File: config.mk
export PLATFORM = sky130hd
export DESIGN_NAME = flash_qspi_reader
export DESIGN_NICKNAME = d
export VERILOG_FILES = /design/src/rtl/flash_qspi_reader.sv
export SDC_FILE = /design/constraint.sdc
export NUM_CORES = 1
export LEC_CHECK = 0
export CORE_MARGIN = 5
export CORE_UTILIZATION = 24
export CTS_CLUSTER_DIAMETER = 200
export CTS_CLUSTER_SIZE = 40
export DETAILED_ROUTE_END_ITERATION = 16
export PLACE_DENSITY = 0.45
export SETUP_SLACK_MARGIN = 0.3
export SYNTH_ARGS = -nofsm -noshare
export SYNTH_HDL_FRONTEND = slang
export SYNTH_SLANG_ARGS = --single-unit
File: constraint.sdc
create_clock -name CLK -period 4.4 [get_ports CLK]
set_input_delay 0.44 -clock CLK [delete_from_list [all_inputs] [get_ports CLK]]
set_output_delay 0.44 -clock CLK [all_outputs]
set_load 0.02 [all_outputs]
File: src/rtl/flash_qspi_reader.sv
// flash_qspi_reader: Quad Output Fast Read (0x6B) sequencer for a QSPI flash on DDR SB_IO pads, bytes returned via a 4-entry FIFO
// Ports: CLK/RST (sync, active-high); req/addr/len start a burst, busy/done report progress;
//   rd_data/rd_valid/rd_ready are the FIFO read side; FLASH_CSb, flash_clk_ddr, flash_out_dN_ddr and
//   flash_pin_dir drive the pads (all registered); flash_in_dN_ddr[0] returns read nibbles RD_LAT cycles after their SCK.
// Define FLASH_WAKEUP_EN to send Release Power-Down (0xAB) and wait out tRES1 after reset before accepting requests.
module flash_qspi_reader #(
  parameter int DUMMY_CYCLES = 8,
  parameter int RD_LAT       = 2,
  parameter int CS_IDLE      = 4,
  parameter int LEN_W        = 16
) (
  input  logic             CLK,
  input  logic             RST,
  input  logic             req,
  input  logic [23:0]      addr,
  input  logic [LEN_W-1:0] len,
  output logic             busy,
  output logic             done,
  output logic [7:0]       rd_data,
  output logic             rd_valid,
  input  logic             rd_ready,
  output logic             FLASH_CSb,
  output logic [1:0]       flash_clk_ddr,
  output logic [1:0]       flash_out_d0_ddr,
  output logic [1:0]       flash_out_d1_ddr,
  output logic [1:0]       flash_out_d2_ddr,
  output logic [1:0]       flash_out_d3_ddr,
  input  logic [1:0]       flash_in_d0_ddr,
  input  logic [1:0]       flash_in_d1_ddr,
  input  logic [1:0]       flash_in_d2_ddr,
  input  logic [1:0]       flash_in_d3_ddr,
  output logic [3:0]       flash_pin_dir
);
  typedef enum logic [3:0] {IDLE, CMD, ADDR, DUMMY, DATA, DRAIN, CS_GAP, WAKE, WAKE_GAP} state_t;
`ifdef FLASH_WAKEUP_EN
  localparam state_t RST_ST = WAKE;
`else
  localparam state_t RST_ST = IDLE;
`endif
  state_t state_q, state_d;
  logic [5:0] cnt_q, cnt_d;
  logic [31:0] sh_q, sh_d;
  logic [LEN_W-1:0] rem_q, rem_d;
  logic ph_q, ph_d, hi_q, done_q, done_d;
  logic [3:0] nib_q, din;
  logic [2:0] inflight_q, fcnt_q;
  logic [RD_LAT:0] tag_q;
  logic [7:0] mem_q [4];
  logic [1:0] wp_q, rp_q;
  logic csb_q, csb_d, sck_q, sck_d, d0_q, d0_d;
  logic [3:0] dir_q, dir_d;
  logic issue, cap, push, pop, free_ok, unused_in;
  assign din = {flash_in_d3_ddr[0], flash_in_d2_ddr[0], flash_in_d1_ddr[0], flash_in_d0_ddr[0]};
  assign unused_in = ^{flash_in_d3_ddr[1], flash_in_d2_ddr[1], flash_in_d1_ddr[1], flash_in_d0_ddr[1]};
  // a nibble is on the input pads while its tag sits in the last stage; every second one completes a byte
  assign cap = tag_q[RD_LAT];
  assign push = cap && hi_q;
  assign pop = rd_valid && rd_ready;
  // a byte is only started when the FIFO can absorb it plus everything already on its way
  assign free_ok = (3'd4 - fcnt_q) > inflight_q;
  always_comb begin
    state_d = state_q;
    cnt_d = cnt_q + 6'd1;
    sh_d = sh_q;
    rem_d = rem_q;
    ph_d = ph_q;
    csb_d = 1'b0;
    sck_d = 1'b0;
    d0_d = 1'b0;
    dir_d = 4'b0000;
    done_d = 1'b0;
    issue = 1'b0;
    case (state_q)
      IDLE: begin
        csb_d = 1'b1;
        cnt_d = '0;
        if (req) begin
          done_d = len == '0;
          state_d = len == '0 ? CS_GAP : CMD;
          sh_d = {8'h6B, addr};
          rem_d = len;
        end
      end
      WAKE, CMD, ADDR: begin
        sck_d = 1'b1;
        d0_d = sh_q[31];
        dir_d = 4'b0001;
        sh_d = {sh_q[30:0], 1'b0};
        if (cnt_q == (state_q == ADDR ? 6'd23 : 6'd7)) begin
          cnt_d = '0;
          state_d = state_q == WAKE ? WAKE_GAP : state_q == CMD ? ADDR : DUMMY;
        end
      end
      WAKE_GAP: begin
        csb_d = 1'b1;
        if (cnt_q == 6'd48) state_d = IDLE;
      end
      DUMMY: begin
        sck_d = 1'b1;
        if (cnt_q == 6'(DUMMY_CYCLES - 1)) state_d = DATA;
      end
      DATA: begin
        if (ph_q) begin
          sck_d = 1'b1;
          ph_d = 1'b0;
          if (rem_q == '0) state_d = DRAIN;
        end else if (free_ok) begin
          sck_d = 1'b1;
          ph_d = 1'b1;
          issue = 1'b1;
          rem_d = rem_q - 1'b1;
        end
      end
      DRAIN: begin
        if (inflight_q == '0) begin
          csb_d = 1'b1;
          done_d = 1'b1;
          cnt_d = '0;
          state_d = CS_GAP;
        end
      end
      CS_GAP: begin
        csb_d = 1'b1;
        if (cnt_q == 6'(CS_IDLE)) state_d = IDLE;
      end
      default: state_d = IDLE;
    endcase
  end
  always_ff @(posedge CLK) begin
    if (RST) begin
      state_q <= RST_ST;
      cnt_q <= '0;
      sh_q <= {8'hAB, 24'h0};
      rem_q <= '0;
      ph_q <= 1'b0;
      hi_q <= 1'b0;
      nib_q <= '0;
      inflight_q <= '0;
      tag_q <= '0;
      wp_q <= '0;
      rp_q <= '0;
      fcnt_q <= '0;
      csb_q <= 1'b1;
      sck_q <= 1'b0;
      d0_q <= 1'b0;
      dir_q <= '0;
      done_q <= 1'b0;
    end else begin
      state_q <= state_d;
      cnt_q <= cnt_d;
      sh_q <= sh_d;
      rem_q <= rem_d;
      ph_q <= ph_d;
      hi_q <= cap ? !hi_q : hi_q;
      nib_q <= cap && !hi_q ? din : nib_q;
      inflight_q <= inflight_q + 3'(issue) - 3'(push);
      tag_q <= {tag_q[RD_LAT-1:0], state_q == DATA && sck_d};
      wp_q <= wp_q + 2'(push);
      rp_q <= rp_q + 2'(pop);
      fcnt_q <= fcnt_q + 3'(push) - 3'(pop);
      csb_q <= csb_d;
      sck_q <= sck_d;
      d0_q <= d0_d;
      dir_q <= dir_d;
      done_q <= done_d;
    end
  end
  always_ff @(posedge CLK) if (push) mem_q[wp_q] <= {nib_q, din};
  assign busy = state_q != IDLE;
  assign done = done_q;
  assign rd_data = mem_q[rp_q];
  assign rd_valid = fcnt_q != '0;
  assign FLASH_CSb = csb_q;
  assign flash_clk_ddr = {sck_q, 1'b0};
  assign flash_out_d0_ddr = {2{d0_q}};
  assign flash_out_d1_ddr = 2'b00;
  assign flash_out_d2_ddr = 2'b00;
  assign flash_out_d3_ddr = 2'b00;
  assign flash_pin_dir = dir_q;
endmodule

Yosys cells after proc, flatten, opt, wreduce, memory -nomap -nowiden

Memory sizes are Yosys's and may differ from the RTL's. A register that Yosys moved wholly into a read port is not among the register bits.
Cells that the tools add are included.

Add/subtract/negate cells: 9
Magnitude comparators: 1
Equality and inequality tests: 22
Mux-type cells: 35
Bitwise operators: 1
Reduce and logical (&&, ||, !) cells: 20

Operators with widths:

| kind                                                                 | number |
|---|---|
| 32-bit case mux with 2 select lines                                  | 1 |
| 16-bit two-way mux                                                   | 3 |
| 4-bit two-way mux                                                    | 9 |
| 16-bit zero test                                                     | 2 |
| 32-bit two-way mux                                                   | 1 |
| 16-bit case mux with 2 select lines                                  | 1 |
| 4-bit case mux with 7 select lines                                   | 1 |
| 2-bit != test, second input constant                                 | 10 |
| 6-bit case mux with 3 select lines                                   | 1 |
| 4-bit by 3-bit == test with 1-bit output, second input constant      | 4 |
| 16-bit by 1-bit subtractor with 16-bit output, second input constant | 1 |
| 6-bit by 3-bit == test with 1-bit output, second input constant      | 2 |
| 6-bit two-way mux                                                    | 2 |
| 1-bit two-way mux                                                    | 10 |
| 4-bit by 2-bit == test with 1-bit output, second input constant      | 2 |
| 8-bit AND reduction                                                  | 1 |
| 3-bit by 1-bit adder with 3-bit output                               | 2 |
| 6-bit by 1-bit adder with 6-bit output, second input constant        | 1 |
| 6-bit by 5-bit == test with 1-bit output                             | 1 |
| 6-bit == test, second input constant                                 | 1 |
| 1-bit case mux with 2 select lines                                   | 3 |
| 3-bit OR reduction                                                   | 2 |
| 3-bit by 1-bit subtractor with 3-bit output                          | 2 |
| 5-bit two-way mux                                                    | 1 |
| other kinds (19)                                                     | 24 |

Bits in registers: 85
Memory bits (writable): 32
Bits of input ports: 52
Output and inout bits: 26
Word-level logic and storage cells: 106
Memories kept: 1

Memory list:

| name  | depth | width | rd ports | clocked after Yosys merged registers in | wr ports | line | source |
|---|---|---|---|---|---|---|---|
| mem_q | 4     | 8     | 1        | 1                                       | 1        | 48   | `logic [7:0] mem_q [4];` |

Depth between registers and ports, before layout

Gate-level depths: netlist (run 1).

Depth in word-level cells: 7
Mapped depth: 17
Gate-level depth less buffers: 16

Worst setup path after synthesis (run 1)

Ideal clock, no wire load.

Kind: reg-to-reg
Start: register fcnt_q[1]
End: register inflight_q[2]
Arrival time: 3014 ps
Required time: 4272 ps
Setup slack: 1258 ps
Stages on the path, launching flop included: 18
Buffers on the path: 1
Cells stage by stage: dfxtp_1 > inv_1 > ha_1 > ha_1 > inv_1 > ha_1 > nand3_1 > nand2_1 > a211oi_2 > inv_2 > buf_2 > ha_1 > inv_1 > ha_1 > fa_1 > xnor2_1 > xnor2_1 > nor2_1

Longest elaborated chain between the ends: 7

RTL lines:

| what                                        | line | source |
|---|---|---|
| start: declaration                          | 46   | `logic [2:0] inflight_q, fcnt_q;` |
| start signal: assignment                    | 160  | `fcnt_q <= fcnt_q + 3'(push) - 3'(pop);` |
| 3-bit subtractor                            | 60   | `assign free_ok = (3'd4 - fcnt_q) > inflight_q;` |
| 3-bit greater-than comparator               | 60   |  |
| 1-bit two-way mux                           | 107  | `end else if (free_ok) begin` |
| 1-bit two-way mux                           | 103  | `if (ph_q) begin` |
| 1-bit two-way mux                           | 73   | `case (state_q)` |
| 3-bit by 1-bit adder with 3-bit output      | 156  | `inflight_q <= inflight_q + 3'(issue) - 3'(push);` |
| 3-bit by 1-bit subtractor with 3-bit output | 156  |  |
| end signal: assignment                      | 156  |  |
| end: declaration                            | 46   |  |

No other way between the ends.
A chain may end at the register's enable or synchronous reset.

Final worst setup path (run 1)

Start: register state_q[2]
End: register inflight_q[2]

Longest elaborated chain between the ends: 4

RTL lines:

| what                                        | line | source |
|---|---|---|
| start: declaration                          | 40   | `state_t state_q, state_d;` |
| start signal: assignment                    | 149  | `state_q <= state_d;` |
| 4-bit by 3-bit == test with 1-bit output    | 73   |  |
| 1-bit two-way mux                           | 73   |  |
| 3-bit by 1-bit adder with 3-bit output      | 156  |  |
| 3-bit by 1-bit subtractor with 3-bit output | 156  |  |

No other way between the ends.

==> results.sh, run 1 <==
export IMPL_syn_inst=542
export IMPL_period_minus_slack_ns=3.45
export IMPL_overflow=0
export IMPL_path_class="flip-flop to flip-flop"
export IMPL_ios=78
export IMPL_synth_ff_type="dfxtp_1"
export IMPL_cts_made_buffers=17
export IMPL_seqPwrFrac=0.340
export IMPL_synthToLayoutAreaGrowth_pct=26.3
export IMPL_drv_cap=0
export IMPL_rsz0062_at_grt="false"
export IMPL_ctsHoldBuffers=0
export IMPL_worst_setup_path_end_kind="flip-flop"
export IMPL_mostFrequentLayoutCell="dfxtp_1"
export IMPL_drt_pass1_iter_count=4
export IMPL_place_area_um2=6330
export IMPL_viasPerCell=4.73
export IMPL_p_sw_mw=1.56
export IMPL_startpoint_type="flip-flop"
export IMPL_clkTransAtPathRegs_ns=0.06
export IMPL_synth_edf_count=32
export IMPL_drtAntennaViolNets=0
export IMPL_synthArstFlopShare=0
export IMPL_multi_input_area_um2=2580
export IMPL_setup_viol=0
export IMPL_fin_skew_ns=0.00545
export IMPL_powerDensity_nw_per_um2=634
export IMPL_slew_viol_final=0
export IMPL_dp_cells=856
export IMPL_final_area_um2=6930
export IMPL_fmax_ghz=0.290
export IMPL_seq_area_frac_synth=0.474
export IMPL_post_cts_setup_buffers=0
export IMPL_yosys_warnings=0
export IMPL_place_ws_ns=0.976
export IMPL_power_switching_share=0.355
export IMPL_p_clk_frac=0.315
export IMPL_hold_violations=0
export IMPL_postSynthRegisterBits=114
export IMPL_hold_path_class="flip-flop to flip-flop"
export IMPL_finalWirelength_mm=13.5
export IMPL_dieArea_um2=26000
export IMPL_utilization=0.307
export IMPL_layout_common_cells="dfxtp_1 (82), nor2_1 (62), clkdlybuf4s50_1 (62)"
export IMPL_num_vias=4197
export IMPL_worstPathRequired_ns=4.67
export IMPL_slew_headroom=0.429
export IMPL_cts_tree="built"
export IMPL_fin_nets=658
export IMPL_internal_power_mw=2.83
export IMPL_cts_root_buffer_cell="clkbuf_16"
export IMPL_power_leakage_nw=2.54
export IMPL_regArea_um2=2600
export IMPL_layout_setup_ws_ns=0.953
export IMPL_arrival_ns=3.71
export IMPL_grt_pass1_vias=4316
export IMPL_ir_worst_vdd_mv=0.292
export IMPL_outcome="finished, final reports clean"
export IMPL_port_buffers=63
export IMPL_crit_fanout=26
export IMPL_cts_resized=0
export IMPL_drt_iter0_drc=201
export IMPL_die_h_um=161
export IMPL_syn_area_per_cell_um2=10.1
export IMPL_clock_latency_ns=0.41
export IMPL_grt_antenna_before_repair=0
export IMPL_grt_max_degree=71
export IMPL_clkSinkCount=114
export IMPL_synth_area_um2=5490
export IMPL_tightest_slew_ns=0.856
export IMPL_post_drt_wl_per_cell_um=15.1
export IMPL_start_util=0.243
export IMPL_grt_first_pass_wirelength_mm=22.4
export IMPL_setup_tns_ns=0
export IMPL_p_comb_frac=0.345
export IMPL_htree_levels=4
export IMPL_antenna_cells=0
export IMPL_period_share=0.783
export IMPL_die_w_um=161
export IMPL_drive_gt1_frac=0.109
export IMPL_nFillCells=2330
export IMPL_drc=0
export IMPL_clock_path_buffers=2
export IMPL_grtUsageTotal=0.107
export IMPL_rows=55
export IMPL_gp_congestion=0.813
export IMPL_layoutNonFillerInstCount=888
export IMPL_place_hpwl_mm=9.18
export IMPL_coreArea_um2=22600
export IMPL_synth_cell_types=70
worst paths after layout:
kind / cells after the start / end / startpoint / slack [ns]
worst max-delay path: 13 / inflight_q[2] / state_q[2] / 0.95
worst min-delay path: 1 / tag_q[1] / tag_q[0] / 0.44
worst max register to register: 13 / inflight_q[2] / state_q[2] / 0.95
worst min register to register: 1 / tag_q[1] / tag_q[0] / 0.44
layout make-up:
cell class	instances	area share
clock buffer	17	0.0614
clock inverter	15	0.0246
inverter	29	0.0157
multi-input combinational	357	0.372
sequential	114	0.376
tap	285	0.0515
timing repair buffer	71	0.0990
critical path: stages, from the launching register on:
cell      delay, ns
dfxtp_1        0.69
nor4b_4        0.29
buf_4          0.32
nand2_1        0.12
a211oi_2       0.21
buf_4          0.24
inv_2          0.15
ha_1           0.30
inv_1          0.04
ha_1           0.18
fa_1           0.37
xnor2_1        0.18
xnor2_1        0.14
nor2_1         0.05
sequential cells by signal, summed over array words and instances (netlist names), 3 cells and up:
name        cells
rem_q          16
nib_q           4
tag_q           3
sh_q           32
fcnt_q          3
cnt_q           6
state_q         4
mem_q          32
inflight_q      3
cells by family (layout without fill, tap and decap cells):
group	count (synthesis)	after routing	synth area share
DFF	114	114	0.474
and+or+nand+nor	173	173	0.172
xor gates and xnor gates	12	12	0.0192
adders and majority gates	16	16	0.0392
buffers and inverters	80	132	0.0661
AOI/OAI and AO/OA	108	108	0.141
other	1	10	0.000684
muxes	38	38	0.0876
metrics by stage:
stage,hold WS (ns),total power [mW]
after floorplan,0.414,2.62
after global placement,0.423,3.00
after detailed placement,0.428,3.04
after CTS,0.442,4.47
after global routing,0.466,4.71
final,0.435,4.39
power groups by stage:
stage	Sequential, mW	Combinational, mW	Clock, mW
6_report	1.49	1.51	1.38
3_3_place_gp	1.50	1.49	0
3_5_place_dp	1.51	1.52	0
4_1_cts	1.50	1.54	1.43
2_1_floorplan	1.42	1.20	0
5_1_grt	1.53	1.69	1.49
synthesized netlist by cell type, drive strengths merged, types with 12 or more instances:
cell type / number / area [µm²]
dfxtp: 82 / 1640
nor2: 62 / 233
edfxtp: 32 / 961
mux2i: 30 / 300
nand2: 30 / 113
inv: 28 / 105
a211oi: 26 / 200
clkbuf: 26 / 97.6
buf: 25 / 156
a21oi: 21 / 109
ha: 14 / 175
o21ai: 12 / 60.1
layer usage:
layer,vias up,track usage,part of all wire
met5,-,0,0
met4,0,0.0403,0.020
met3,21,0.0316,0.050
met2,107,0.185,0.51
met1,2017,0.126,0.42
li1,2052,-,-
No activity file was read; power rests on OpenSTA's default activity.
==> run 2: changes to the inputs <==
- PLACE_DENSITY: 0.45 -> 0.46
- clock period: 4.4 -> 3 ns (I/O delays scaled with it)
==> run 2 against run 1 <==
  * Via count up 0.74%
  * Routed wire length down 0.25%
  * Sequential cell count unchanged
  * Worst hold slack worse by 0.090 ns
  * Core utilization up 1.2 points
  * Critical path type unchanged
  * Largest cell class is now multi-input gates
==> results.sh, run 2 (same netlist as run 1, synthesis figures left out) <==
export IMPL_worst_setup_path_end_kind="flip-flop"
export IMPL_clock_latency_ns=0.42
export IMPL_layout_setup_ws_ns=0.247
export IMPL_die_h_um=161
export IMPL_place_hpwl_mm=8.95
export IMPL_utilization=0.319
export IMPL_mostFrequentLayoutCell="dfxtp_1"
export IMPL_r2r_end="inflight_q[2]"
export IMPL_drtAntennaViolNets=0
export IMPL_setup_tns_ns=0
export IMPL_port_buffers=63
export IMPL_fin_nets=677
export IMPL_startpoint_type="flip-flop"
export IMPL_worstHoldPathCells=4
export IMPL_gp_congestion=0.767
export IMPL_hold_violations=0
export IMPL_arrival_ns=3.02
export IMPL_overflow=0
export IMPL_rows=55
export IMPL_fmax_ghz=0.363
export IMPL_drc=0
export IMPL_die_w_um=161
export IMPL_slowest_delay_ns=0.35
export IMPL_layoutNonFillerInstCount=907
export IMPL_grtUsageTotal=0.107
export IMPL_cp_startpoint="fcnt_q[1]"
export IMPL_ctsHoldBuffers=0
export IMPL_synthToLayoutAreaGrowth_pct=31.3
export IMPL_place_ws_ns=0.152
export IMPL_num_vias=4228
export IMPL_clkTransAtPathRegs_ns=0.06
export IMPL_fin_skew_ns=0.00586
export IMPL_nFillCells=2322
export IMPL_dieArea_um2=26000
export IMPL_clkSinkCount=114
export IMPL_grt_first_pass_wirelength_mm=22.3
export IMPL_antenna_cells=0
export IMPL_layout_common_cells="dfxtp_1 (79), clkdlybuf4s50_1 (62), nor2_1 (61)"
export IMPL_slew_headroom=0.421
export IMPL_slew_viol_final=0
export IMPL_start_util=0.243
export IMPL_min_from="RST"
export IMPL_outcome="finished, final reports clean"
export IMPL_cts_tree="built"
export IMPL_post_drt_wl_per_cell_um=14.8
export IMPL_drt_iter0_drc=216
export IMPL_coreArea_um2=22600
export IMPL_rsz0062_at_grt="true"
export IMPL_worstPathRequired_ns=3.27
export IMPL_tightest_slew_ns=0.869
export IMPL_power_leakage_nw=2.67
export IMPL_grt_antenna_before_repair=0
export IMPL_drv_cap=0
export IMPL_path_class="flip-flop to flip-flop"
export IMPL_hold_path_class="input port to flip-flop"
export IMPL_top_regs="mem_q x32, sh_q x32, rem_q x16"
export IMPL_viasPerCell=4.66
export IMPL_worstRegToRegCells=15
export IMPL_grt_pass1_vias=4421
export IMPL_period_share=0.918
export IMPL_path_cells="inv_2 -> ha_4 -> ha_4 -> inv_2 -> ha_4 -> o21ai_2 -> a211oi_2 -> inv_2 -> ha_4 -> inv_2 -> ha_4 -> fa_2 -> xnor2_2 -> xnor2_1 -> nor2_1"
export IMPL_clock_path_buffers=2
export IMPL_worstReg2RegStart="fcnt_q[1]"
export IMPL_grt_max_degree=71
export IMPL_ir_worst_vdd_mv=0.342
export IMPL_htree_levels=4
export IMPL_cp_common_cell="ha_4"
export IMPL_finalWirelength_mm=13.4
export IMPL_cp_top_family="adder cells"
export IMPL_powerDensity_nw_per_um2=934
export IMPL_ios=78
export IMPL_cts_made_buffers=17
export IMPL_hold_end="sh_q[29]"
export IMPL_drive_gt1_frac=0.172
export IMPL_crit_fanout=3
export IMPL_rrSetupSlack_ns=0.25
export IMPL_cts_root_buffer_cell="clkbuf_16"
export IMPL_drt_pass1_iter_count=4
export IMPL_dp_cells=863
export IMPL_critPathBufInv=4
export IMPL_period_minus_slack_ns=2.75
export IMPL_cpMaxStageDelayCell="dfxtp_4"
export IMPL_setup_viol=0
[run 2: cell types whose count changed in the layout (fill, tap and decap cells not counted), sizes merged]
cell	delta
clkinvlp	+2
bufinv	+1
inv	-5
clkinv	+2
buf	+19
[run 2: timing repair]
item	4_1_cts	5_1_grt
endpoints found under the setup margin	2	23
setup buffers	8	4
pin swaps	7	3
endpoints found under the hold margin	0	0
resized for setup	4	8
[run 2: layer usage]
layer  share of wire  track usage  wire [µm]
met2            0.49        0.178       6530
met4           0.019       0.0450        259
met3           0.053       0.0327        709
met5               0            0          0
met1            0.44        0.128       5920
[run 2: tightest hold or removal path: stages]
cell and delay (ns):
buf_2 0.10, clkinv_1 0.05, buf_4 0.20, nand2_1 0.07
[run 2: worst max path at each step]
stage,end,slack (ns),cells past startpoint
2_1_floorplan,inflight_q[2],0.09,16
3_3_place_gp,inflight_q[2],0.18,15
3_5_place_dp,inflight_q[2],0.15,15
4_1_cts,inflight_q[2],0.24,15
5_1_grt,inflight_q[2],0.13,15
6_report,inflight_q[2],0.25,15
[run 2: report_power, final]
| part | leakage, nW | switching [mW] | internal [mW] |
|---|---|---|---|
| clock | 0.282 | 0.766 | 1.31 |
| combinational | 1.42 | 1.34 | 1.17 |
| sequential | 0.967 | 0.243 | 1.90 |
[run 2: final cells by class]
| cell class | instances | area (µm²) | share of cell area |
|---|---|---|---|
| Multi-Input combinational cell | 357 | 2690 | 0.373 |
| Tap cell | 285 | 357 | 0.0495 |
| Timing Repair Buffer | 90 | 836 | 0.116 |
| Sequential cell | 114 | 2610 | 0.362 |
| Clock buffer | 17 | 425 | 0.0591 |
| Inverter | 29 | 109 | 0.0151 |
| Clock inverter | 15 | 181 | 0.0252 |
[run 2: stage by stage]
step	cell area, µm²	hold slack [ns]	power (mW)
after floorplan	5610	0.399	3.95
after global placement	6470	0.416	4.58
after detailed placement	6470	0.430	4.65
after CTS	7150	0.333	6.77
after global routing	7200	0.359	7.16
final	7200	0.345	6.73
==> run 3: changes to the inputs <==
- CORE_MARGIN: 5 -> not set
==> run 3 against run 2 <==
  * Register-to-register slack about the same
  * Design area decreased by 0.92%
  * Sequential power about the same
  * Final cell count decreased by 0.99%
  * Sequential cell count unchanged
  * Sequential share of layout area increased by 0.34 points
  * Global-route usage increased by 0.95 points
  * Clock skew increased by 0.0053 ns
  * Non-clock buffer count decreased by 4
  * Critical path depth unchanged
  * Combinational power about the same
  * Highest routed layer unchanged
==> results.sh, run 3 (same netlist as run 1, synthesis figures left out) <==
export IMPL_drt_iter0_drc=255
export IMPL_hold_violations=0
export IMPL_power_leakage_nw=2.64
export IMPL_rows=54
export IMPL_dieArea_um2=23500
export IMPL_fin_nets=673
export IMPL_ir_worst_vdd_mv=0.434
export IMPL_ctsHoldBuffers=0
export IMPL_fin_skew_ns=0.0111
export IMPL_ios=78
export IMPL_die_h_um=153
export IMPL_worstReg2RegStart="fcnt_q[1]"
export IMPL_arrival_ns=3.02
export IMPL_die_w_um=153
export IMPL_mostFrequentLayoutCell="dfxtp_1"
export IMPL_cts_root_buffer_cell="clkbuf_16"
export IMPL_gp_congestion=0.756
export IMPL_cts_tree="built"
export IMPL_powerDensity_nw_per_um2=927
export IMPL_clock_path_buffers=2
export IMPL_place_hpwl_mm=8.70
export IMPL_worstPathRequired_ns=3.27
export IMPL_drive_gt1_frac=0.167
export IMPL_worst_setup_path_end_kind="flip-flop"
export IMPL_slew_viol_final=0
export IMPL_hold_path_class="input port to flip-flop"
export IMPL_grt_pass1_vias=4283
export IMPL_layout_setup_ws_ns=0.249
export IMPL_slew_headroom=0.460
export IMPL_path_class="flip-flop to flip-flop"
export IMPL_coreArea_um2=22100
export IMPL_cp_startpoint="fcnt_q[1]"
export IMPL_port_buffers=63
export IMPL_outcome="finished, final reports clean"
export IMPL_viasPerCell=4.61
export IMPL_clkTransAtPathRegs_ns=0.06
export IMPL_top_regs="mem_q x32, sh_q x32, rem_q x16"
export IMPL_multi_input_area_um2=2700
export IMPL_min_from="RST"
export IMPL_startpoint_type="flip-flop"
export IMPL_clkSinkCount=114
export IMPL_drt_pass1_iter_count=4
export IMPL_start_util=0.248
export IMPL_num_vias=4140
export IMPL_drv_cap=0
export IMPL_htree_levels=4
export IMPL_grt_first_pass_wirelength_mm=21.4
export IMPL_setup_tns_ns=0
export IMPL_cts_made_buffers=17
export IMPL_antenna_cells=0
export IMPL_period_share=0.917
export IMPL_grtUsageTotal=0.116
export IMPL_grt_antenna_before_repair=0
export IMPL_tightest_slew_ns=0.809
export IMPL_layout_common_cells="dfxtp_1 (79), nor2_1 (62), clkdlybuf4s50_1 (62)"
export IMPL_post_drt_wl_per_cell_um=14.3
export IMPL_setup_viol=0
export IMPL_period_minus_slack_ns=2.75
export IMPL_finalWirelength_mm=12.9
export IMPL_clock_latency_ns=0.42
export IMPL_fmax_ghz=0.363
export IMPL_drtAntennaViolNets=0
export IMPL_synthToLayoutAreaGrowth_pct=30.1
export IMPL_rsz0062_at_grt="true"
export IMPL_overflow=0
export IMPL_regArea_um2=2610
export IMPL_nFillCells=2221
export IMPL_grt_max_degree=71
export IMPL_drc=0
export IMPL_crit_fanout=2
export IMPL_place_ws_ns=0.112
-- run 3: per-stage QoR --
| stage | power, mW | instances | cell area, µm² | hold WS, ns | utilization |
|---|---|---|---|---|---|
| after floorplan | 3.95 | 551 | 5610 | 0.399 | - |
| after global placement | 4.56 | 858 | 6460 | 0.418 | 0.293 |
| after detailed placement | 4.63 | 858 | 6460 | 0.424 | 0.293 |
| after CTS | 6.67 | 897 | 7110 | 0.336 | 0.322 |
| after global routing | 7.06 | 898 | 7140 | 0.380 | 0.323 |
| final | 6.62 | 898 | 7140 | 0.356 | 0.323 |
-- run 3: final cells by class --
cell class | instances | share of cell area
timing repair buffer | 86 | 0.112
tap | 280 | 0.0491
multi-input combinational | 357 | 0.378
clock inverter | 15 | 0.0210
inverter | 29 | 0.0153
clock buffer | 17 | 0.0596
sequential | 114 | 0.366
-- run 3: worst max-delay path, stage by stage, from the launching register on --
cell	delay (ns)
dfxtp_4	0.35
inv_2	0.04
ha_4	0.15
ha_4	0.25
inv_2	0.03
ha_4	0.26
o21ai_2	0.06
a211oi_2	0.23
inv_2	0.08
ha_4	0.27
inv_2	0.03
ha_4	0.14
fa_2	0.35
xnor2_2	0.15
xnor2_1	0.14
nor2_1	0.06
-- run 3: layer usage --
metal,GRT usage,share of wire,vias up
li1,-,-,2088
met1,0.137,0.46,1963
met2,0.194,0.48,82
met3,0.0437,0.054,7
met4,0.0394,0.0067,0
met5,0,0,-
-- run 3: where the power goes --
part           switching, mW  total, mW  internal, mW
clock                  0.798       1.96          1.16
combinational           1.34       2.52          1.19
sequential             0.234       2.13          1.90
total                   2.37       6.62          4.25
-- run 3: worst paths after layout --
check,to,slack [ns],cells after the start
setup / recovery,inflight_q[2],0.25,15
hold / removal,sh_q[29],0.36,4
setup reg to reg,inflight_q[2],0.25,15
hold reg to reg,tag_q[2],0.43,1
-- run 3: repair_timing --
action	in CTS	in global routing
buffers inserted	7	1
cloned	0	0
gates resized for setup	5	4
pin swaps	8	1
endpoints found under the setup margin	3	15
